File: config.mk
export PLATFORM = sky130hd
export DESIGN_NAME = reg_file_write_ctrl
export DESIGN_NICKNAME = d
export VERILOG_FILES = /design/src/rtl/reg_file_write_ctrl.sv
export SDC_FILE = /design/constraint.sdc
export NUM_CORES = 1
export LEC_CHECK = 0
export CAP_MARGIN = 10
export CORE_UTILIZATION = 35
export CTS_CLUSTER_DIAMETER = 60
export DETAILED_ROUTE_END_ITERATION = 10
export GPL_ROUTABILITY_DRIVEN = 0
export PLACE_DENSITY = 0.77
export RECOVER_POWER = 50
export SKIP_CTS_REPAIR_TIMING = 1
export SYNTH_ARGS = -nofsm -noshare
export SYNTH_HDL_FRONTEND = slang
export SYNTH_SLANG_ARGS = --single-unit
export TNS_END_PERCENT = 10
File: constraint.sdc
create_clock -name clk -period 4.25 [get_ports clk]
set_clock_uncertainty 0.1 [all_clocks]
set_input_delay 0.85 -clock clk [delete_from_list [all_inputs] [get_ports clk]]
set_output_delay 0.85 -clock clk [all_outputs]
set_load 0.01 [all_outputs]
File: src/rtl/reg_file_write_ctrl.sv
// Write-port controller for the 8x16 register file.
// Arbitrates ALU (A) and load (B) write-backs round-robin and runs a
// clear-all sequence that zeroes every register, one write per cycle.
`timescale 1ns/1ps

module reg_file_write_ctrl #(
  parameter int unsigned DATA_W   = 16,
  parameter int unsigned ADDR_W   = 3,
  parameter int unsigned NUM_REGS = 8
) (
  input  logic              clk,
  input  logic              reset,
  input  logic              clr_start,
  output logic              clr_busy,
  input  logic              a_req,
  input  logic [ADDR_W-1:0] a_adr,
  input  logic [DATA_W-1:0] a_data,
  output logic              a_ack,
  input  logic              b_req,
  input  logic [ADDR_W-1:0] b_adr,
  input  logic [DATA_W-1:0] b_data,
  output logic              b_ack,
  output logic [ADDR_W-1:0] W_Adr,
  output logic              we,
  output logic [DATA_W-1:0] W
);

  typedef enum logic [0:0] {
    ST_IDLE  = 1'b0,
    ST_CLEAR = 1'b1
  } state_e;

  localparam logic [ADDR_W-1:0] LAST_ADR = ADDR_W'(NUM_REGS - 1);

  state_e              state_q, state_d;
  logic [ADDR_W-1:0]   cnt_q, cnt_d;
  logic                ptr_q, ptr_d;   // 0: A wins next contest, 1: B wins
  logic                we_q, we_d;
  logic [ADDR_W-1:0]   wadr_q, wadr_d;
  logic [DATA_W-1:0]   w_q, w_d;
  logic                a_ack_q, a_ack_d;
  logic                b_ack_q, b_ack_d;
  logic                busy_q, busy_d;

  // A requester whose ack is on the port this cycle is not eligible again yet
  logic a_elig, b_elig, grant_a, grant_b;

  // Next-state, arbitration and registered-output computation
  always_comb begin
    state_d = state_q;
    cnt_d   = cnt_q;
    ptr_d   = ptr_q;
    we_d    = 1'b0;
    wadr_d  = wadr_q;
    w_d     = w_q;
    a_ack_d = 1'b0;
    b_ack_d = 1'b0;
    busy_d  = 1'b0;
    a_elig  = a_req & ~a_ack_q;
    b_elig  = b_req & ~b_ack_q;
    grant_a = 1'b0;
    grant_b = 1'b0;

    case (state_q)
      ST_IDLE: begin
        if (clr_start) begin
          // Entry edge already issues the write to address 0
          we_d   = 1'b1;
          wadr_d = '0;
          w_d    = '0;
          busy_d = 1'b1;
          if (NUM_REGS > 1) begin
            state_d = ST_CLEAR;
            cnt_d   = ADDR_W'(1);
          end
        end else if (a_elig && b_elig) begin
          grant_a = ~ptr_q;
          grant_b = ptr_q;
          ptr_d   = ~ptr_q;
        end else begin
          grant_a = a_elig;
          grant_b = b_elig;
        end

        if (grant_a) begin
          we_d    = 1'b1;
          wadr_d  = a_adr;
          w_d     = a_data;
          a_ack_d = 1'b1;
        end else if (grant_b) begin
          we_d    = 1'b1;
          wadr_d  = b_adr;
          w_d     = b_data;
          b_ack_d = 1'b1;
        end
      end

      ST_CLEAR: begin
        we_d   = 1'b1;
        wadr_d = cnt_q;
        w_d    = '0;
        busy_d = 1'b1;
        if (cnt_q == LAST_ADR) begin
          state_d = ST_IDLE;
          cnt_d   = '0;
        end else begin
          cnt_d = cnt_q + ADDR_W'(1);
        end
      end

      default: begin
        state_d = ST_IDLE;
        cnt_d   = '0;
      end
    endcase
  end

  // State and output registers with synchronous reset
  always_ff @(posedge clk) begin
    if (reset) begin
      state_q <= ST_IDLE;
      cnt_q   <= '0;
      ptr_q   <= 1'b0;
      we_q    <= 1'b0;
      wadr_q  <= '0;
      w_q     <= '0;
      a_ack_q <= 1'b0;
      b_ack_q <= 1'b0;
      busy_q  <= 1'b0;
    end else begin
      state_q <= state_d;
      cnt_q   <= cnt_d;
      ptr_q   <= ptr_d;
      we_q    <= we_d;
      wadr_q  <= wadr_d;
      w_q     <= w_d;
      a_ack_q <= a_ack_d;
      b_ack_q <= b_ack_d;
      busy_q  <= busy_d;
    end
  end

  assign we       = we_q;
  assign W_Adr    = wadr_q;
  assign W        = w_q;
  assign a_ack    = a_ack_q;
  assign b_ack    = b_ack_q;
  assign clr_busy = busy_q;

endmodule

==> summary.md <==
| Metric | Value |
|---|---|
| Top Ports | 66 |
| First-pass GRT wire length | 4.56 mm |
| ANT cells | 0 |
| DP Area | 1920 sq um |
| Slew headroom | 0.408 |
| Mapped Cells | 113 |
| Num rows | 21 |
| Vias per cell | 5.11 |
| Total CTS buffers | 3 |
| CTS tree | built |
| CTS max path bufs | 2 |
| Fraction of layout cells with a size suffix above 1 | 0.0988 |
| Max Freq | 0.340 GHz |
| Die width | 62.1 um |
| Final Hold Violating Endpoints | 0 |
| Post-route ant nets | 0 |
| Die area | 3850 sq um |
| CTS sink count | 28 |
| Critical Path AT | 3.07 ns |
| Post-route setup slack | 1.30 ns |
| Crit. End Element | flop |
| Starting Density | 0.372 |
| Status | finished clean |
| Wire per inst | 14.7 um |
| Most common cell after layout, fill and taps aside | clkdlybuf4s50_1 |
| HP Class | reg2reg |
| Synth warn | 0 |
| Combinational power share | 0.218 |
| Yosys reg bits | 28 |
| Post-route DRC | 0 |
| Initial antenna violation count | 0 |
| Routing usage on met1 | 0.187 |
| Worst-margin pin slew | 0.889 ns |
| DP Worst Slack | 1.25 ns |
| Syn_nets | 158 |
| Die height | 62.1 um |
| DP Wirelength | 2.41 mm |
| Grt peak-use layer | met2 |
| Final Cycle Share | 0.693 |
| Filler cell count | 285 |
| Part of the Yosys area used for sequential elements | 0.444 |
| Final core occ | 0.571 |
| Grt ovf | 0 |
| Worst VDD drop | 0.113 mV |
| Max Cap Viol | 0 |
| Number of flops mapped to enable cells by yosys | 0 |
| Initial DRC count | 30 |
| Mapped Area | 1260 sq um |
| Final Max Slew Viols | 0 |
| Synth unique cells | 28 |
| Reg2reg setup slack | 1.93 ns |
| Post-route cell area | 1930 sq um |
| Nets | 219 |
| Root Buffer | clkbuf_4 |
| Gr usage total | 0.165 |
| Vias in the first global route | 1048 |
| Net switching power | 0.127 mW |
| Drt first pass iters | 4 |
| Total power per unit cell area | 259 nW/um^2 |
| RSZ-0062 raised after global routing | false |
| Area Growth Syn to Fin | 53.2% |
| CP Data Required Time | 4.37 ns |
| LEAKAGE | 0.705 nW |
| Core box area | 3390 sq um |
| Final setup vio count | 0 |
| Crit Path Max Fanout | 20 |
| CTS H-Tree Depth | 1 |
| Vias | 1115 |
| Hold_ws | 0.375 ns |
| Sw Ratio | 0.254 |
| Worst setup SP type | input pin |
| Pin count of the biggest net entering global routing | 21 |
| DRT Wirelength | 3.20 mm |
| Int Power | 0.374 mW |
| Sequential share of power | 0.569 |
| Synth async-reset ratio | 0 |
| Clock share of power | 0.213 |
| Later-pin clock latency in the skew report | 0.33 ns |
| M2 GR Usage | 0.296 |
| Routing usage on met3 | 0.0269 |
| Most common flop cell mapped by yosys | dfxtp_1 |
| Clock-pin slew on the worst setup and hold paths | 0.14 ns |
| Critical Setup Path Class | in2reg |
| Post-Route Setup TNS | 0 ns |
| Post-Syn Area per Cell | 11.2 sq um |
| Buffers on Ports | 65 |
| Final Critical Period | 2.95 ns |
| Commonest non-fill, non-tap cells in the layout | 47 x clkdlybuf4s50_1, 28 x dfxtp_1, 18 x dlygate4sd3_1 |
-- power groups by stage --
| stage | Sequential (mW) | Combinational (mW) | Clock, mW |
|---|---|---|---|
| 5_1_grt | 0.287 | 0.118 | 0.122 |
| 3_5_place_dp | 0.291 | 0.114 | 0 |
| 3_3_place_gp | 0.291 | 0.112 | 0 |
| 4_1_cts | 0.286 | 0.115 | 0.113 |
| 2_1_floorplan | 0.292 | 0.0480 | 0 |
| 6_report | 0.285 | 0.109 | 0.106 |
-- registers in the layout (all words and copies together), names as in the netlist --
name and count:
state_q 1, b_ack 1, cnt_q 3, clr_busy 1, we 1, W 16, a_ack 1, ptr_q 1
W_Adr 3
-- area by class of cell --
| class | instances | area [sq um] | share of cell area |
|---|---|---|---|
| flip-flops and latches | 28 | 561 | 0.290 |
| inverters | 1 | 3.75 | 0.00194 |
| multi-input cells | 72 | 624 | 0.323 |
| clock buffers | 3 | 22.5 | 0.0116 |
| repair buffers | 68 | 666 | 0.344 |
| well taps | 46 | 57.6 | 0.0298 |
-- stage by stage --
| stage | instances | power, mW |
|---|---|---|
| 3_5_place_dp | 215 | 0.405 |
| 2_1_floorplan | 113 | 0.340 |
| 4_1_cts | 218 | 0.513 |
| 3_3_place_gp | 215 | 0.403 |
| 5_1_grt | 218 | 0.528 |
| 6_report | 218 | 0.501 |
-- synthesized netlist by cell type, types with 3 or more instances --
library cell / number / area [sq um]
o2bb2ai_1: 6 / 52.6
nor2_1: 5 / 18.8
nand3b_1: 3 / 22.5
a21oi_1: 3 / 15.0
o2bb2ai_2: 9 / 135
nor2b_1: 4 / 25.0
nor3b_1: 5 / 37.5
o41ai_1: 3 / 26.3
buf_2: 7 / 35.0
dfxtp_1: 28 / 561
a221oi_1: 3 / 26.3
a22oi_1: 16 / 120
nand2b_1: 3 / 18.8
-- final timing paths --
check                                from  endpoint  cells after the start
worst max-delay path            clr_start  W_Adr[1]                      5
worst min-delay path                W[15]     W[15]                      1
worst max register to register      a_ack  W_Adr[1]                      5
worst min register to register      W[15]     W[15]                      1
-- kinds of logic (layout without fill, tap and decap cells) --
kind of cell,count (synthesis),in the layout,synth area share
xor gates and xnor gates,1,1,0.00694
AOI/OAI and AO/OA,44,44,0.338
adders and majority gates,2,2,0.0198
DFF,28,28,0.444
buffers and inverters,13,72,0.0704
and+or+nand+nor,25,25,0.121
-- critical path: stages --
cell and delay [ns]:
dlygate4sd3_1 0.66, a311oi_2 0.22, clkbuf_1 0.69, a221oi_1 0.23, o41ai_1 0.41
-- per-layer routing --
metal | share of wire | routed length, um | up-vias
met5 | 0 | 0 | -
met4 | 0.019 | 61 | 0
met3 | 0.067 | 214 | 5
met2 | 0.50 | 1590 | 34
met1 | 0.42 | 1330 | 522
li1 | - | - | 554
No activity file was read; power rests on OpenSTA's default activity.
